**config.mk**
```make
export PLATFORM = sky130hd
export DESIGN_NAME = shift_cmd_sequencer_flat
export DESIGN_NICKNAME = d
export VERILOG_FILES = /design/src/rtl/shift_cmd_sequencer_if.sv /design/src/rtl/shift_cmd_sequencer.sv /design/src/flat_wrapper.sv
export SDC_FILE = /design/constraint.sdc
export NUM_CORES = 1
export LEC_CHECK = 0
export ABC_AREA = 1
export BUFFER_PORTS_ARGS = -buffer_cell sky130_fd_sc_hd__buf_4
export CORE_MARGIN = 4
export CORE_UTILIZATION = 62
export CTS_BUF_LIST = sky130_fd_sc_hd__clkbuf_8 sky130_fd_sc_hd__clkbuf_16
export CTS_CLUSTER_SIZE = 16
export DETAILED_ROUTE_END_ITERATION = 8
export PLACE_DENSITY = 0.86
export SLEW_MARGIN = 30
export SYNTH_ARGS = -nofsm -noshare
export SYNTH_HDL_FRONTEND = slang
export SYNTH_SLANG_ARGS = --single-unit
```
**constraint.sdc**
```tcl
create_clock -name clk -period 5 [get_ports clk]
set_clock_uncertainty 0.2 [all_clocks]
set_input_delay 0.25 -clock clk [delete_from_list [all_inputs] [get_ports clk]]
set_output_delay 0.25 -clock clk [all_outputs]
set_load 0.005 [all_outputs]
```
**src/rtl/shift_cmd_sequencer_if.sv**
```systemverilog
// Command channel into the shift sequencer.
// Handshake: a command {cmd_op, cmd_amt} transfers on a rising clock edge
// where cmd_valid && cmd_ready are both high. The master holds cmd_valid,
// cmd_op and cmd_amt stable until that edge. cmd_ready does not depend on
// cmd_valid in the same cycle.
interface shift_cmd_sequencer_if;
  logic       cmd_valid;
  logic       cmd_ready;
  logic [2:0] cmd_op;
  logic [2:0] cmd_amt;

  modport master (output cmd_valid, output cmd_op, output cmd_amt, input cmd_ready);
  modport slave  (input cmd_valid, input cmd_op, input cmd_amt, output cmd_ready);
endinterface

```
**src/rtl/shift_cmd_sequencer.sv**
```systemverilog
// Shift command front-end: buffers {op, amt} commands in a FIFO and replays
// each one to the 8-bit shifter as a per-cycle sel code for amt cycles, or as
// a one-cycle preset / no-op step. Exactly one IDLE cycle separates commands.
module shift_cmd_sequencer #(
  parameter int DEPTH = 4,
  parameter int CW    = 3
) (
  input  logic                        clk,
  input  logic                        reset,
  shift_cmd_sequencer_if.slave        cmd,
  output logic [2:0]                  sel,
  output logic                        sh_reset,
  output logic                        done,
  output logic                        busy,
  output logic [CW-1:0]               fifo_count,
  output logic [1:0]                  state_o
);

  localparam int AW = $clog2(DEPTH);

  localparam logic [2:0] OP_NOP  = 3'd0;
  localparam logic [2:0] OP_INIT = 3'd7;

  typedef enum logic [1:0] {
    IDLE = 2'd0,
    RUN  = 2'd1,
    ONE  = 2'd2
  } state_t;

  state_t        state_q;
  logic [2:0]    sel_q;
  logic          sh_reset_q;
  logic          done_q;
  logic [2:0]    cnt_q;

  logic [5:0]    mem_q [DEPTH];
  logic [AW-1:0] wr_ptr_q;
  logic [AW-1:0] rd_ptr_q;
  logic [CW-1:0] count_q;

  logic          push;
  logic          pop;
  logic [2:0]    head_op;
  logic [2:0]    head_amt;

  // Ready comes only from the registered count, so a full FIFO refuses a
  // command even in a cycle where it pops.
  assign cmd.cmd_ready = (count_q != CW'(DEPTH));
  assign push          = cmd.cmd_valid && cmd.cmd_ready;
  assign pop           = (state_q == IDLE) && (count_q != '0);
  assign head_op       = mem_q[rd_ptr_q][5:3];
  assign head_amt      = mem_q[rd_ptr_q][2:0];

  assign sel        = sel_q;
  assign sh_reset   = sh_reset_q;
  assign done       = done_q;
  assign fifo_count = count_q;
  assign busy       = (state_q != IDLE) || (count_q != '0);
  assign state_o    = state_q;

  // FIFO storage; contents need no reset because the count gates every read.
  always_ff @(posedge clk) begin
    if (push) begin
      mem_q[wr_ptr_q] <= {cmd.cmd_op, cmd.cmd_amt};
    end
  end

  // FIFO pointers and occupancy; pointers wrap naturally at DEPTH.
  always_ff @(posedge clk) begin
    if (!reset) begin
      wr_ptr_q <= '0;
      rd_ptr_q <= '0;
      count_q  <= '0;
    end else begin
      if (push) begin
        wr_ptr_q <= wr_ptr_q + 1'b1;
      end
      if (pop) begin
        rd_ptr_q <= rd_ptr_q + 1'b1;
      end
      case ({push, pop})
        2'b10:   count_q <= count_q + 1'b1;
        2'b01:   count_q <= count_q - 1'b1;
        default: count_q <= count_q;
      endcase
    end
  end

  // Replay FSM with registered sel / sh_reset / done.
  always_ff @(posedge clk) begin
    if (!reset) begin
      state_q    <= IDLE;
      sel_q      <= 3'd0;
      sh_reset_q <= 1'b0;
      done_q     <= 1'b0;
      cnt_q      <= 3'd0;
    end else begin
      case (state_q)
        IDLE: begin
          sel_q      <= 3'd0;
          sh_reset_q <= 1'b0;
          done_q     <= 1'b0;
          if (pop) begin
            if (head_op != OP_NOP && head_op != OP_INIT && head_amt != 3'd0) begin
              state_q <= RUN;
              sel_q   <= head_op;
              cnt_q   <= head_amt;
              // A single-cycle run is its own last cycle.
              done_q  <= (head_amt == 3'd1);
            end else begin
              state_q    <= ONE;
              done_q     <= 1'b1;
              sh_reset_q <= (head_op == OP_INIT);
            end
          end
        end
        RUN: begin
          if (cnt_q == 3'd1) begin
            state_q <= IDLE;
            sel_q   <= 3'd0;
            done_q  <= 1'b0;
          end else begin
            cnt_q  <= cnt_q - 3'd1;
            done_q <= (cnt_q == 3'd2);
          end
        end
        ONE: begin
          state_q    <= IDLE;
          sh_reset_q <= 1'b0;
          done_q     <= 1'b0;
        end
        default: begin
          state_q    <= IDLE;
          sel_q      <= 3'd0;
          sh_reset_q <= 1'b0;
          done_q     <= 1'b0;
        end
      endcase
    end
  end

endmodule

```
**src/flat_wrapper.sv**
```systemverilog
// flat-port wrapper written by rule: the top's interface ports become plain ports
module shift_cmd_sequencer_flat 
#(
  parameter int DEPTH = 4,
  parameter int CW    = 3
)
  (clk, reset, sel, sh_reset, done, busy, fifo_count, state_o, cmd_cmd_valid, cmd_cmd_op, cmd_cmd_amt, cmd_cmd_ready);
  shift_cmd_sequencer_if cmd_i ();
  input  logic clk;
  input  logic reset;
  output logic [2:0] sel;
  output logic sh_reset;
  output logic done;
  output logic busy;
  output logic [CW-1:0] fifo_count;
  output logic [1:0] state_o;
  input wire logic [$bits(cmd_i.cmd_valid)-1:0] cmd_cmd_valid;
  input wire logic [$bits(cmd_i.cmd_op)-1:0] cmd_cmd_op;
  input wire logic [$bits(cmd_i.cmd_amt)-1:0] cmd_cmd_amt;
  output wire logic [$bits(cmd_i.cmd_ready)-1:0] cmd_cmd_ready;
  assign cmd_i.cmd_valid = cmd_cmd_valid;
  assign cmd_i.cmd_op = cmd_cmd_op;
  assign cmd_i.cmd_amt = cmd_cmd_amt;
  assign cmd_cmd_ready = cmd_i.cmd_ready;
  shift_cmd_sequencer #(.DEPTH(DEPTH), .CW(CW)) u_core (.clk(clk), .reset(reset), .cmd(cmd_i), .sel(sel), .sh_reset(sh_reset), .done(done), .busy(busy), .fifo_count(fifo_count), .state_o(state_o));
endmodule
```
==> metrics.md <==
| Metric | Value |
|---|---|
| Syn avg cell area | 8.758 sq um |
| Uppermost layer routed | met4 |
| Internal Power | 0.0008104 W |
| Worst Setup Slack, final | 2.548 ns |
| CTS max path bufs | 2 |
| DRC | 0 |
| Crit share post-route | 49.04% |
| Commonest cells after routing, fill and taps aside | nand2_1 (71), inv_1 (25), edfxtp_1 (24), nand3_1 (22), buf_4 (20) |
| Hold Path End | u_core.cnt_q[1] |
| Tightest Hold Check Type | in -> reg |
| Area leader, netlist | edfxtp_1 |
| Clock Sinks | 43 |
| Critical path buffer and inverter count | 1 |
| Post-Route Setup TNS | 0 ns |
| CP Class | reg -> reg |
| IO buf count | 20 |
| Global placement routability congestion | 0.8144 |
| Num CTS Buffers | 5 |
| Post-layout util | 76.10% |
| Hold path cells | 3 |
| Flop2flop setup slack | 2.55 ns |
| CTS root buffer | clkbuf_8 |
| Fmax | 407.8 MHz |
| Setup Viol. Count Final | 0 |
| Met2 WL | 1873 um |
| Share of power burned in registers | 37.5% |
| Switching share of power | 40.46% |
| Commonest non-fill, non-tap cell in the layout | nand2_1 |
| RSZ-0062 raised after global routing | no |
| Total wire length | 3782 um |
| Worst path cell trace | nor3_1 > nor3_2 > ha_1 > inv_1 > fa_1 > a21oi_1 > o21ai_0 > o21ai_0 > a21oi_1 |
| Post-synth EDFFs | 24 |
| DR pass1 iterations | 4 |
| Post-CTS setup buffer count | 0 |
| Count of pins over their slew limit | 0 |
| Critical Path RT | 4.98 ns |
| Grt total ovfl | 0 |
| Area contributors post-synth | edfxtp_1 (36%), dfxtp_1 (19%), nand2_1 (13%) |
| Initial Util | 64.88% |
| Slowest cell delay on critical path | 0.46 ns |
| Cell Area, Synth | 1997 sq um |
| Post-synth ARST share | 0% |
| Switching power | 0.0005507 W |
| Hold path startpoint | reset |
| Wl on met1 | 1612 um |
| H-tree levels | 2 |
| Clk network pwr share | 19.0% |
| Max VDD drop | 0.4429 mV |
| CP top delay family | adder cells |
| Clock Latency Late Sink | 0.30 ns |
| CP max stage cell | nor3_2 |
| Pre-CTS setup slack | 2.568 ns |
| Drt initial violations | 108 |
| CTS tree | done |
| Vias in the first global route | 1428 |
| FP Rows | 20 |
| Synth warn | 0 |
| Worst R2R Start | u_core.fifo_count[0] |
| Cell variety after synth | 23 |
| Core Area | 3078 sq um |
| Die Wd | 64.75 um |
| Rel. slew slack | 60.10% |
| Syn Nets | 246 |
| Slew @ Worst Pin | 0.5952 ns |
| WL per Instance | 12.52 um |
| First-pass GRT wire length | 6299 um |
| Share of cells above drive strength 1 | 13.95% |
| Met3 wire len | 230 um |
| Synth top area share | 36.09% |
| MaxCap Viol Count | 0 |
| Die Span Y | 64.75 um |
| Vias | 1537 |
| Number of failing hold endpoints at the final stage | 0 |
| Final ANT Viol Nets | 0 |
| Initial antenna violation count | 0 |
| Area growth syn-to-layout | 17.29% |
| Nets@finish | 275 |
| IO Pins | 21 |
| Power Dens Cells | 581.1 nW/um^2 |
| Antenna cell count | 0 |
| Critical path peak fanout | 10 |
| Combinational power share | 43.5% |
| Die ar. | 4193 sq um |
| Cells after Synth | 228 |
| Dpl hpwl | 2666 um |
| Status | complete, no violations |
| Synthesized flop and latch total | 43 |
| Sequential area share after synthesis | 55.14% |
| Leak | 1.034 nW |
| Critical R2R Capture | u_core.fifo_count[2] |
| Vias per std cell | 5.089 |
| CTS clk-pin slew, worst paths | 0.08 ns |
| Startpoint Class | register |
| Reg2Reg Depth | 9 |
| GRT Util Overall | 20.09% |
| Dominant synthesized flop cell | edfxtp_1 |
| Tmin final | 2.452 ns |
| CP arrival | 2.43 ns |
| Worst Setup End Kind | register |
| Largest net degree at the start of global routing | 16 |
stage by stage:
step	hold slack [ns]	power (W)	instance area (sq um)	instances
floorplan	0.1489	0.0009326	1997	228
global placement	0.2497	0.001075	2175	288
detailed placement	0.2544	0.001099	2175	288
CTS	0.04539	0.001364	2342	302
global route	0.06702	0.001468	2342	302
finish	0.04798	0.001361	2342	302
Yosys cell counts (2+ instances only):
cell and number:
a21oi_1 14, dfxtp_1 19, edfxtp_1 24, ha_1 8, inv_1 25, inv_2 2, nand2_1 71, nand2_2 3
nand3_1 22, nand3_2 2, nand4_1 2, nor2_1 14, o21ai_0 12
state kept, by name, indices dropped and copies added (netlist names), named ones only:
name	count
u_core.cnt_q	3
u_core.done	1
u_core.fifo_count	3
u_core.mem_q	24
u_core.rd_ptr_q	2
u_core.sel	3
u_core.sh_reset	1
u_core.state_o	2
u_core.wr_ptr_q	2
how the worst max path moves through the flow:
| stage | startpoint | to | slack, ns | depth (start not counted) |
|---|---|---|---|---|
| 3_5_place_dp | u_core.fifo_count[0] | u_core.fifo_count[2] | 2.57 | 9 |
| 4_1_cts | u_core.fifo_count[0] | u_core.fifo_count[2] | 2.55 | 9 |
| 3_3_place_gp | u_core.fifo_count[0] | u_core.fifo_count[2] | 2.69 | 9 |
| 5_1_grt | u_core.fifo_count[0] | u_core.fifo_count[2] | 2.39 | 9 |
| 6_report | u_core.fifo_count[0] | u_core.fifo_count[2] | 2.55 | 9 |
| 2_1_floorplan | u_core.fifo_count[0] | u_core.fifo_count[2] | 2.83 | 9 |
power by group through the flow:
stage / registers, W / clock network, W / logic, W
global placement: 0.000514 / 0 / 0.000561
floorplan: 0.000495 / 0 / 0.000437
finish: 0.000510 / 0.000259 / 0.000592
global route: 0.000522 / 0.000278 / 0.000668
CTS: 0.000511 / 0.000261 / 0.000592
detailed placement: 0.000519 / 0 / 0.000580
worst reg2reg max path, cell delays in order (launching register included):
cell	delay (ns)
dfxtp_1	0.38
nor3_1	0.10
nor3_2	0.46
ha_1	0.26
inv_1	0.08
fa_1	0.40
a21oi_1	0.14
o21ai_0	0.10
o21ai_0	0.16
a21oi_1	0.06
repair_timing:
action	CTS	global route
hold buffers	6	0
hold endpoints to repair	24	0
resized for setup	0	0
area by class of cell:
cell class | instances | area (sq um)
Clock buffer | 5 | 68.82
Clock inverter | 3 | 38.79
Fill cell | 221 | 735.7
Inverter | 27 | 101.3
Multi-Input combinational cell | 154 | 767.0
Sequential cell | 43 | 1101
Tap cell | 44 | 55.05
Timing Repair Buffer | 26 | 210.2
metal layers:
metal | vias up | track usage, %
met5 | - | 0
met4 | 0 | 7.124
met3 | 7 | 6.066
met2 | 45 | 34.99
met1 | 683 | 23.26
li1 | 802 | -
logic make-up (layout without fill, tap and decap cells):
family / Yosys count / in the layout / share of synthesized area, %
simple gates: 118 / 118 / 25.44
flops: 43 / 43 / 55.14
compound gates: 26 / 26 / 6.517
xor+xnor: 1 / 1 / 0.4387
fa+ha+maj: 9 / 9 / 6.015
buf+inv: 31 / 61 / 6.453
No activity file was read; power rests on OpenSTA's default activity.
